File: src/rtl/la_clbcfg.sv
`default_nettype none
// la_clbcfg: word-serial configuration loader for one CLB tile; shadow assembly, length/XOR check, atomic commit.
// Revision 1.0
module la_clbcfg #(
    parameter int N = 1,
    parameter int I = 8,
    parameter int K = 4,
    parameter int W = 8,
    localparam int SI  = $clog2(I),
    localparam int SN  = $clog2(N),
    localparam int FBW = (SN > 0) ? N*K*SN : 1
) (
    input  logic              clk,
    input  logic              nreset,
    input  logic              cfg_valid,
    input  logic [W-1:0]      cfg_data,
    input  logic              cfg_last,
    output logic              cfg_ready,
    output logic [N*16-1:0]   cfglut,
    output logic [N-1:0]      cfgbp,
    output logic [N*K*SI-1:0] cfgin,
    output logic [FBW-1:0]    cfgfb,
    output logic [N*K-1:0]    cfgloc,
    output logic              done,
    output logic              err,
    output logic              loaded
);

    localparam int CW   = N*16 + N + N*K*SI + N*K*SN + N*K;
    localparam int NW   = (CW + W - 1) / W;
    localparam int CNTW = (NW > 1) ? $clog2(NW) : 1;
    localparam logic [CNTW-1:0] LAST_CNT = CNTW'(NW - 1);

    typedef enum logic [1:0] {
        S_LOAD   = 2'd0,
        S_SUM    = 2'd1,
        S_COMMIT = 2'd2,
        S_DRAIN  = 2'd3
    } state_t;

    state_t          state;
    logic [CNTW-1:0] cnt;
    logic [W-1:0]    sum;
    logic [CW-1:0]   shadow;
    logic            xfer;
    logic            shadow_we;

    assign xfer      = cfg_valid && cfg_ready;
    assign shadow_we = (state == S_LOAD) && xfer && !cfg_last;

    // Each data word owns its slice; the last word's bits above CW are dropped here.
    for (genvar k = 0; k < NW; k++) begin : g_word
        localparam int WB = (CW - k*W < W) ? CW - k*W : W;
        always_ff @(posedge clk) begin
            if (shadow_we && cnt == CNTW'(k))
                shadow[k*W +: WB] <= cfg_data[WB-1:0];
        end
    end

    always_ff @(posedge clk or negedge nreset) begin
        if (!nreset) begin
            state     <= S_LOAD;
            cnt       <= '0;
            sum       <= '0;
            cfg_ready <= 1'b1;
            done      <= 1'b0;
            err       <= 1'b0;
            loaded    <= 1'b0;
        end else begin
            done <= 1'b0;
            err  <= 1'b0;
            case (state)
                S_LOAD: begin
                    if (xfer) begin
                        if (cfg_last) begin
                            err <= 1'b1;
                            cnt <= '0;
                            sum <= '0;
                        end else if (cnt == LAST_CNT) begin
                            state <= S_SUM;
                            cnt   <= '0;
                            sum   <= sum ^ cfg_data;
                        end else begin
                            cnt <= cnt + 1'b1;
                            sum <= sum ^ cfg_data;
                        end
                    end
                end
                S_SUM: begin
                    if (xfer) begin
                        sum <= '0;
                        if (!cfg_last) begin
                            err   <= 1'b1;
                            state <= S_DRAIN;
                        end else if (cfg_data == sum) begin
                            state     <= S_COMMIT;
                            cfg_ready <= 1'b0;
                        end else begin
                            err   <= 1'b1;
                            state <= S_LOAD;
                        end
                    end
                end
                S_COMMIT: begin
                    state     <= S_LOAD;
                    cfg_ready <= 1'b1;
                    done      <= 1'b1;
                    loaded    <= 1'b1;
                end
                S_DRAIN: begin
                    if (xfer && cfg_last)
                        state <= S_LOAD;
                end
                default: state <= S_LOAD;
            endcase
        end
    end

    // Active configuration only moves during COMMIT, so rejected frames never disturb the tile.
    if (SN > 0) begin : g_fb
        always_ff @(posedge clk or negedge nreset) begin
            if (!nreset)
                {cfgloc, cfgfb, cfgin, cfgbp, cfglut} <= '0;
            else if (state == S_COMMIT)
                {cfgloc, cfgfb, cfgin, cfgbp, cfglut} <= shadow;
        end
    end else begin : g_nofb
        always_ff @(posedge clk or negedge nreset) begin
            if (!nreset)
                {cfgloc, cfgin, cfgbp, cfglut} <= '0;
            else if (state == S_COMMIT)
                {cfgloc, cfgin, cfgbp, cfglut} <= shadow;
        end
        assign cfgfb = '0;
    end

endmodule
`default_nettype wire

File: config.mk
export PLATFORM = sky130hd
export DESIGN_NAME = la_clbcfg
export DESIGN_NICKNAME = d
export VERILOG_FILES = /design/src/rtl/la_clbcfg.sv
export SDC_FILE = /design/constraint.sdc
export NUM_CORES = 1
export LEC_CHECK = 0
export ABC_AREA = 1
export CORE_MARGIN = 8
export CORE_UTILIZATION = 55
export CTS_BUF_LIST = sky130_fd_sc_hd__clkbuf_2 sky130_fd_sc_hd__clkbuf_4 sky130_fd_sc_hd__clkbuf_8
export DETAILED_ROUTE_END_ITERATION = 10
export GPL_TIMING_DRIVEN = 0
export PLACE_DENSITY = 0.9
export SYNTH_ARGS = -nofsm -noshare
export SYNTH_HDL_FRONTEND = slang
export SYNTH_SLANG_ARGS = --single-unit
File: constraint.sdc
create_clock -name clk -period 3.2 [get_ports clk]
set_input_delay 0.48 -clock clk [delete_from_list [all_inputs] [get_ports clk]]
set_output_delay 0.48 -clock clk [all_outputs]
set_load 0.005 [all_outputs]
==> results of run 1 <==
## critical path, stage by stage
cell,delay [ns]
clkdlybuf4s50_1,0.45
nand2_1,0.11
nor2_4,0.16
nand2_2,0.09
buf_4,0.18
nor2_1,0.63
## worst paths after layout
path,to,slack [ns],depth (start not counted)
setup / recovery,shadow[8],1.07,6
hold / removal,cfglut[12],0.14,1
setup reg to reg,shadow[8],1.11,5
hold reg to reg,cfglut[3],0.45,2
max in group asynchronous,cfg_ready,2.45,2
min in group clk,cfglut[3],0.45,2
## routing by layer
| metal | vias up | share of wire (%) | global-route usage (%) |
|---|---|---|---|
| li1 | 1050 | - | - |
| met1 | 1030 | 40 | 18.4 |
| met2 | 65 | 52 | 26.5 |
| met3 | 17 | 6.0 | 5.05 |
| met4 | 0 | 2.2 | 11.9 |
| met5 | - | 0 | 0 |
## placed cells by master, fill, tap and decap left out, drive strengths merged, types with 3 or more instances in the layout
master,instances
clkbuf,12
o22ai,7
dfrtp,49
nor2,14
nand3,4
nand2,135
ha,5
inv,24
a21oi,3
buf,10
edfxtp,33
clkdlybuf4s50,47
## cells in the mapped netlist, types with 3 or more instances
cell type | n | area share [%]
nand2_1 | 134 | 16
dfrtp_1 | 49 | 38
edfxtp_1 | 33 | 31
inv_1 | 22 | 2.6
nor2_1 | 11 | 1.3
o22ai_1 | 7 | 1.4
ha_1 | 5 | 2.0
nand3_1 | 4 | 0.63
a21oi_1 | 3 | 0.47
buf_4 | 3 | 0.71
buf_6 | 3 | 1.1
## flip-flops by register name, indices dropped and copies added (netlist names)
register	flops
cfg_ready	1
cfgbp	1
cfgin	12
cfgloc	4
cfglut	16
cnt	3
done	1
err	1
loaded	1
shadow	33
state	2
sum	8
## area by class of cell
cell class                      instances  share of cell area [%]
Buffer                                  8                    1.66
Timing Repair Buffer                   49                    12.6
Multi-Input combinational cell        178                    19.9
Clock buffer                           12                    3.98
Sequential cell                        83                    56.1
Tap cell                               72                    2.25
Inverter                               24                    2.25
Clock inverter                          4                    1.25
## power breakdown
part | internal [W] | switching, W
registers | 0.00142 | 0.000172
clock network | 0.000411 | 0.000356
logic | 0.000636 | 0.000647
## kinds of logic after synthesis
logic type | Yosys count
AOI/OAI and AO/OA | 16
xor gates and xnor gates | 2
adders and majority gates | 5
buffers and inverters | 32
DFF | 83
other | 1
and+or+nand+nor | 154
## per-stage QoR
| step | hold slack, ns | instances | setup slack [ns] |
|---|---|---|---|
| 2_1_floorplan | 0.184 | 293 | 1.47 |
| 3_3_place_gp | 0.430 | 413 | 0.289 |
| 3_5_place_dp | 0.432 | 414 | 0.705 |
| 4_1_cts | 0.148 | 430 | 1.09 |
| 5_1_grt | 0.172 | 430 | 0.932 |
| 6_report | 0.142 | 430 | 1.07 |
==> results.py, run 1 <==
metrics = {
    "clocking": {
        "clk_pin_slew_ns": 0.07,
        "post_cts.repair.setup_buffers": 0,
        "clock_tree.buffer_depth": 2,
        "cts_root_buffer": "clkbuf_8",
        "post_cts_resize_count": 0,
        "post_cts_hold_buffer_count": 0,
        "insertion_delay_ns": 0.35,
        "tritoncts": "done",
        "cts_max_level": 3,
        "numCtsBuffers": 9,
        "numClockSinks": 83,
    },
    "setup_path": {
        "cp-start-kind": "input port",
        "worst-path-max-fanout": 10,
        "worst_setup_path_startpoint": "cfg_valid",
        "timing.setup.critical_path_class": "in -> reg",
        "required_arrival_time_at_the_worst_endpoint_ns": 3.18,
        "r2r_path_start": "cfg_ready",
        "worst-endpoint-arrival_ns": 2.11,
        "crit_path_end_kind": "flop",
    },
    "place": {
        "hpwlAfterDp_microns": 4650,
        "place_congestion": 0.864,
        "placement.io_buffers": 48,
        "placed_area_sq_um": 3790,
    },
    "outcome": {
        "status": "finished, final reports clean",
    },
    "logic_synthesis": {
        "synth-adder-area-share_pct": 1.96,
        "synth_enable_flop_cells": 33,
        "dominantRegCellSynth": "dfrtp_1",
        "synthesis.area_per_instance_sq_um": 10.9,
        "synthArstFlopShare_pct": 60.2,
        "synth_top_family_by_area": "simple AND/OR/NAND/NOR gates",
        "synth_warnings": 0,
        "syn_nets": 310,
        "synth_compound_gate_area_share_pct": 3.29,
        "syn_inst": 293,
        "synth_seq_area_share_pct": 70.2,
        "post_synth_and_or_nand_nor_area_fraction_pct": 19.0,
        "muxShareOfSynthArea_pct": 0,
        "ys_seq_elements": 83,
        "summed_instance_area_of_the_synthesized_netlist_sq_um": 3190,
        "synth_xor_area_share_pct": 0.548,
        "synth_cell_type_count": 25,
    },
    "timing": {
        "timing_worst_slew_pin_value_ns": 0.821,
        "rsz0062_at_grt": "no",
        "worst_slew_margin_rel_pct": 45.0,
        "finalSetupTns_ns": 0,
        "final-max-slew-violation-count": 0,
        "setup_violations": 0,
        "final.setup_skew_ns": 0.00487,
        "max_freq_mhz": 470,
        "layout_min_cycle_time_ns": 2.13,
        "final_hold_viol_count": 0,
        "fin_crit_sh_pct": 66.5,
    },
    "final_layout": {
        "fin_util_pct": 71.7,
        "area_growth_syn_to_layout_pct": 25.1,
        "multiInputGateArea_sq_um": 795,
        "fill_cells": 385,
        "regArea_sq_um": 2240,
        "post_route_cells_drive_above_1_share_pct": 9.50,
        "layout.cell_area.non_filler_sq_um": 4000,
        "num_antenna_cells": 0,
        "nets": 370,
    },
    "drt": {
        "remaining_drc_errors": 0,
        "first_pass_iters": 4,
        "vias": 2162,
        "drt_iter0_markers": 129,
        "routedWlPerCell_microns": 14.8,
        "vias_per_cell": 5.03,
        "route.final.wire_length_microns": 6370,
        "route.antenna.remaining_nets": 0,
    },
    "floorplan": {
        "core_area_sq_um": 5570,
        "floorplan.io_pins": 50,
        "die-area_sq_um": 8500,
        "die-height_microns": 92.2,
        "initial_core_util_pct": 57.3,
        "core.rowCount": 27,
        "die_w_microns": 92.2,
    },
    "global_route": {
        "grt_usage_pct": 16.5,
        "grt_pass1_wl_microns": 11000,
        "antenna_found_initial": 0,
        "globalRouteOverflowTotal": 0,
        "maximum_number_of_pins_on_one_net_before_global_route_repair": 28,
        "grt_pass1_vias": 2317,
    },
    "power": {
        "leakage_power_of_the_design_nw": 1.85,
        "p_total_w": 0.00364,
        "vdd_ir_drop_max_uv": 440,
        "pwr_density_cell_nw_per_um2": 912,
    },
    "worst_hold_path": {
        "worstHoldPathType": "in -> async",
    },
    "run": {
        "max_cap_violations": 0,
    },
}
Note: power is estimated with default switching activity, not from simulation.
==> run 2, diff against run 1 <==
==> constraint.sdc (replaced) <==
create_clock -name clk -period 2.19 [get_ports clk]
set_input_delay 0.3285 -clock clk [delete_from_list [all_inputs] [get_ports clk]]
set_output_delay 0.3285 -clock clk [all_outputs]
set_load 0.005 [all_outputs]
==> results.py, run 2 (synthesized netlist as in run 1, its figures left out) <==
metrics = {
    "worst_hold_path": {
        "timing.hold.worst.start": "shadow[3]",
        "min_delay_path_depth": 2,
        "hold_end": "cfglut[3]",
        "worstHoldPathType": "reg -> reg",
    },
    "timing": {
        "worst_slew_margin_rel_pct": 52.3,
        "finalHoldWorstSlack_ns": 0.446,
        "final-max-slew-violation-count": 0,
        "fin_crit_sh_pct": 91.8,
        "rsz0062_at_grt": "no",
        "fin_ws_ns": 0.180,
        "max_freq_mhz": 498,
        "final_hold_viol_count": 0,
        "setup_violations": 0,
        "final.setup_skew_ns": 0.00452,
        "layout_min_cycle_time_ns": 2.01,
        "timing_worst_slew_pin_value_ns": 0.713,
    },
    "global_route": {
        "grt_pass1_wl_microns": 11000,
        "maximum_number_of_pins_on_one_net_before_global_route_repair": 28,
        "grt_pass1_vias": 2320,
        "grt_usage_pct": 16.6,
        "antenna_found_initial": 0,
        "globalRouteOverflowTotal": 0,
    },
    "setup_path": {
        "reg2regPathDepth": 5,
        "crit_path_end_kind": "flop",
        "cp-start-kind": "flop",
        "worst-path-max-fanout": 10,
        "worst-endpoint-arrival_ns": 2.00,
        "timing.setup.critical_path_class": "reg -> reg",
        "r2r_slack_ns": 0.18,
        "r2r-end": "shadow[24]",
        "r2r_path_start": "cfg_ready",
        "required_arrival_time_at_the_worst_endpoint_ns": 2.18,
    },
    "floorplan": {
        "core.rowCount": 27,
        "core_area_sq_um": 5570,
        "die_w_microns": 92.2,
        "initial_core_util_pct": 57.3,
        "floorplan.io_pins": 50,
        "die-height_microns": 92.2,
        "die-area_sq_um": 8500,
    },
    "power": {
        "pwr_density_cell_nw_per_um2": 1330,
        "vdd_ir_drop_max_uv": 643,
        "leakage_power_of_the_design_nw": 1.85,
    },
    "place": {
        "hpwlAfterDp_microns": 4650,
        "place_congestion": 0.864,
        "placement.io_buffers": 48,
        "place_worst_setup_slack_ns": -0.153,
        "placed_area_sq_um": 3790,
    },
    "clocking": {
        "numCtsBuffers": 9,
        "clock_tree.buffer_depth": 2,
        "post_cts.repair.setup_buffers": 0,
        "cts_max_level": 3,
        "numClockSinks": 83,
        "clk_pin_slew_ns": 0.08,
        "insertion_delay_ns": 0.35,
        "tritoncts": "done",
        "cts_root_buffer": "clkbuf_8",
    },
    "drt": {
        "drt_iter0_markers": 121,
        "remaining_drc_errors": 0,
        "vias": 2162,
        "routedWlPerCell_microns": 14.7,
        "route.antenna.remaining_nets": 0,
        "vias_per_cell": 5.02,
        "first_pass_iters": 4,
        "route.final.wire_length_microns": 6350,
    },
    "final_layout": {
        "num_antenna_cells": 0,
        "area_growth_syn_to_layout_pct": 25.5,
        "largest_register_ff_count": 33,
        "multiInputGateArea_sq_um": 797,
        "fin_util_pct": 71.9,
        "fill_cells": 380,
        "nets": 371,
        "regArea_sq_um": 2240,
        "final_common_cell": "nand2_1",
        "layout.cell_area.non_filler_sq_um": 4010,
        "post_route_cells_drive_above_1_share_pct": 9.75,
        "most_frequent_cells_in_the_layout": "nand2_1 (134), dfrtp_1 (49), clkdlybuf4s50_1 (47)",
        "reg_with_most_ffs": "shadow",
    },
    "outcome": {
        "status": "finished, final reports clean",
    },
    "run": {
        "max_cap_violations": 0,
    },
}
[run 2: cell count changes in the layout (fill, tap and decap cells not counted)]
cell           delta
dlygate4sd3_1     +1
nor2_2            +1
nor2_1            -1
[run 2: repair_timing]
action,in CTS,in global routing
hold buffers,1,0
setup endpoints to repair,0,8
endpoints found under the hold margin,10,0
resized for setup,0,1
[run 2: power breakdown]
part | internal [W] | switching [W]
Combinational | 0.000930 | 0.000945
Clock | 0.000600 | 0.000521
Sequential | 0.00208 | 0.000252
[run 2: stage by stage]
step,power [W],setup TNS (ns),cells
floorplan,0.00328,0,293
global placement,0.00412,-29.29,413
detailed placement,0.00425,-2.62,414
CTS,0.00537,0,431
global route,0.00572,0,431
finish,0.00533,0,431
[run 2: area by class of cell]
| class | instances | share of cell area [%] |
|---|---|---|
| timing repair buffer | 50 | 12.8 |
| inverter | 24 | 2.25 |
| buffer | 8 | 1.65 |
| clock buffer | 12 | 3.96 |
| clock inverter | 4 | 1.25 |
| tap | 72 | 2.25 |
| sequential | 83 | 56.0 |
| multi-input combinational | 178 | 19.9 |
[run 2: how the worst max path moves through the flow]
stage	from	end	slack, ns	cells past startpoint
floorplan	cfg_ready	shadow[24]	0.46	5
global placement	nreset	cfgloc[0]	-0.57	1
detailed placement	cfg_valid	shadow[10]	-0.15	6
CTS	cfg_ready	shadow[9]	0.11	5
global route	cfg_ready	shadow[7]	0.04	5
finish	cfg_ready	shadow[24]	0.18	5
[run 2: layer usage]
layer  GRT usage (%)  share of wire (%)
met4            11.9                3.0
met1            18.5                 39
met3            5.05                6.8
met2            26.5                 51
met5               0                  0
[run 2: worst max-delay path: stages, from the launching register on]
cell and delay, ns:
dfstp_2 0.55, nand2_1 0.11, nor2_4 0.16, nand2_2 0.09, buf_4 0.18, nor2_1 0.55
==> run 3, diff against run 2 <==
--- a/config.mk
+++ b/config.mk
@@ -6,12 +6,14 @@
 export NUM_CORES = 1
 export LEC_CHECK = 0
 export ABC_AREA = 1
+export CELL_PAD_IN_SITES_DETAIL_PLACEMENT = 2
+export CELL_PAD_IN_SITES_GLOBAL_PLACEMENT = 2
 export CORE_MARGIN = 8
-export CORE_UTILIZATION = 55
+export CORE_UTILIZATION = 36
 export CTS_BUF_LIST = sky130_fd_sc_hd__clkbuf_2 sky130_fd_sc_hd__clkbuf_4 sky130_fd_sc_hd__clkbuf_8
 export DETAILED_ROUTE_END_ITERATION = 10
 export GPL_TIMING_DRIVEN = 0
-export PLACE_DENSITY = 0.9
+export PLACE_DENSITY = 0.91
 export SYNTH_ARGS = -nofsm -noshare
 export SYNTH_HDL_FRONTEND = slang
 export SYNTH_SLANG_ARGS = --single-unit
==> results.py, run 3 (synthesized netlist as in run 1, its figures left out) <==
metrics = {
    "timing": {
        "final-max-slew-violation-count": 0,
        "timing_worst_slew_pin_value_ns": 0.700,
        "final.setup_skew_ns": 0.0123,
        "finalHoldWorstSlack_ns": 0.0123,
        "layout_min_cycle_time_ns": 2.01,
        "finalSetupTns_ns": 0,
        "setup_violations": 0,
        "final_hold_viol_count": 0,
        "worst_slew_margin_rel_pct": 53.3,
        "fin_crit_sh_pct": 91.8,
        "max_freq_mhz": 497,
        "rsz0062_at_grt": "no",
    },
    "drt": {
        "vias_per_cell": 4.83,
        "first_pass_iters": 4,
        "route.antenna.remaining_nets": 0,
        "drt_iter0_markers": 88,
        "route.final.wire_length_microns": 9750,
        "remaining_drc_errors": 0,
        "routedWlPerCell_microns": 20.9,
        "vias": 2253,
    },
    "clocking": {
        "clock_tree.buffer_depth": 2,
        "numCtsBuffers": 9,
        "post_cts_hold_buffer_count": 0,
        "clk_pin_slew_ns": 0.09,
        "insertion_delay_ns": 0.35,
        "cts_max_level": 3,
        "tritoncts": "done",
        "numClockSinks": 83,
        "cts_root_buffer": "clkbuf_8",
    },
    "setup_path": {
        "timing.critical_path.slowest_stage_cell": "dfstp_2",
        "required_arrival_time_at_the_worst_endpoint_ns": 2.18,
        "critical_path.n_buffers_inverters": 1,
        "cp-start-kind": "flop",
        "critical_path.top_delay_family": "simple AND/OR/NAND/NOR gates",
        "timing.setup.critical_path_class": "reg -> reg",
        "worst_path_largest_cell_delay_ns": 0.57,
        "timing.critical_path.cells": "nand2_1 > nor2_4 > nand2_2 > buf_4 > nor2_2",
        "r2r_slack_ns": 0.18,
        "worst-endpoint-arrival_ns": 2.00,
        "worst-path-max-fanout": 10,
        "crit_path_end_kind": "flop",
    },
    "final_layout": {
        "fill_cells": 919,
        "nets": 370,
        "num_antenna_cells": 0,
        "post_route_cells_drive_above_1_share_pct": 10.6,
        "fin_util_pct": 46.2,
        "reg_with_most_ffs": "shadow",
        "stdcell_count": 466,
        "most_frequent_cells_in_the_layout": "nand2_1 (134), dfrtp_1 (49), clkdlybuf4s50_1 (47)",
        "final_common_cell": "nand2_1",
        "area_growth_syn_to_layout_pct": 25.5,
        "largest_register_ff_count": 33,
    },
    "global_route": {
        "grt_usage_pct": 17.4,
        "grt_pass1_wl_microns": 15400,
        "grt_pass1_vias": 2651,
        "antenna_found_initial": 0,
        "maximum_number_of_pins_on_one_net_before_global_route_repair": 30,
        "globalRouteOverflowTotal": 0,
    },
    "place": {
        "hpwlAfterDp_microns": 7130,
        "place_congestion": 0.743,
        "numPlacedInstances": 450,
        "placement.io_buffers": 48,
    },
    "run": {
        "max_cap_violations": 0,
    },
    "floorplan": {
        "core.rowCount": 34,
        "die-area_sq_um": 12100,
        "initial_core_util_pct": 36.8,
        "core_area_sq_um": 8680,
        "floorplan.io_pins": 50,
        "die-height_microns": 110,
        "die_w_microns": 110,
    },
    "power": {
        "pwr_density_cell_nw_per_um2": 1360,
        "p_total_w": 0.00545,
        "vdd_ir_drop_max_uv": 377,
        "leakage_power_of_the_design_nw": 1.82,
    },
    "outcome": {
        "status": "finished, final reports clean",
    },
    "worst_hold_path": {
        "worstHoldPathType": "in -> async",
    },
}
[run 3: cell count changes in the layout (fill, tap and decap cells not counted)]
cell and delta:
nor2_1 -3, nor2_2 +3, clkbuf_8 -2, inv_6 +2, buf_12 +1, buf_16 -1
bufinv_16 -1, clkbuf_4 -1, clkinv_2 +1, clkinvlp_4 +1, dlygate4sd3_1 -1
[run 3: metrics by stage]
step	setup WS (ns)	cell area, sq um
2_1_floorplan	0.457	3190
3_3_place_gp	-0.783	3810
3_5_place_dp	-0.335	3820
4_1_cts	0.00275	4010
5_1_grt	0.0952	4010
6_report	0.179	4010
[run 3: layout make-up]
cell class / instances / area, sq um / area share (%)
multi-input cells: 178 / 805 / 20.1
well taps: 108 / 135 / 3.37
clock inverters: 7 / 50.0 / 1.25
flip-flops and latches: 83 / 2240 / 56.0
plain buffers: 8 / 66.3 / 1.65
inverters: 24 / 90.1 / 2.25
clock buffers: 9 / 124 / 3.09
repair buffers: 49 / 495 / 12.4
[run 3: power by group]
group | leakage (nW) | switching, W | internal [W]
logic | 0.818 | 0.00113 | 0.000935
registers | 0.922 | 0.000295 | 0.00208
clock network | 0.0820 | 0.000597 | 0.000416
total | 1.82 | 0.00202 | 0.00343
[run 3: worst register-to-register path, delay by kind of cell (launching register included)]
family | cells | cell delay [ns]
flops | 1 | 0.57
simple gates | 4 | 0.88
buf+inv | 1 | 0.20
[run 3: worst paths after layout]
path / startpoint / endpoint / cells past startpoint
setup / recovery: cfg_ready / shadow[14] / 5
hold / removal: nreset / cfglut[5] / 1
setup reg to reg: cfg_ready / shadow[14] / 5
hold reg to reg: shadow[2] / cfglut[2] / 2
max in group asynchronous: nreset / cfg_ready / 2
min in group clk: shadow[2] / cfglut[2] / 2
[run 3: timing repair]
action,in CTS,in global routing
gates resized for setup,3,1
buffers inserted,0,0
pin swaps,0,0
endpoints found under the setup margin,24,8
[run 3: layer usage]
layer | track usage [%] | vias up | routed length (microns)
li1 | - | 1043 | -
met1 | 19.5 | 1162 | 3790
met2 | 32.7 | 35 | 5520
met3 | 2.91 | 13 | 258
met4 | 5.71 | 0 | 181
met5 | 0 | - | 0
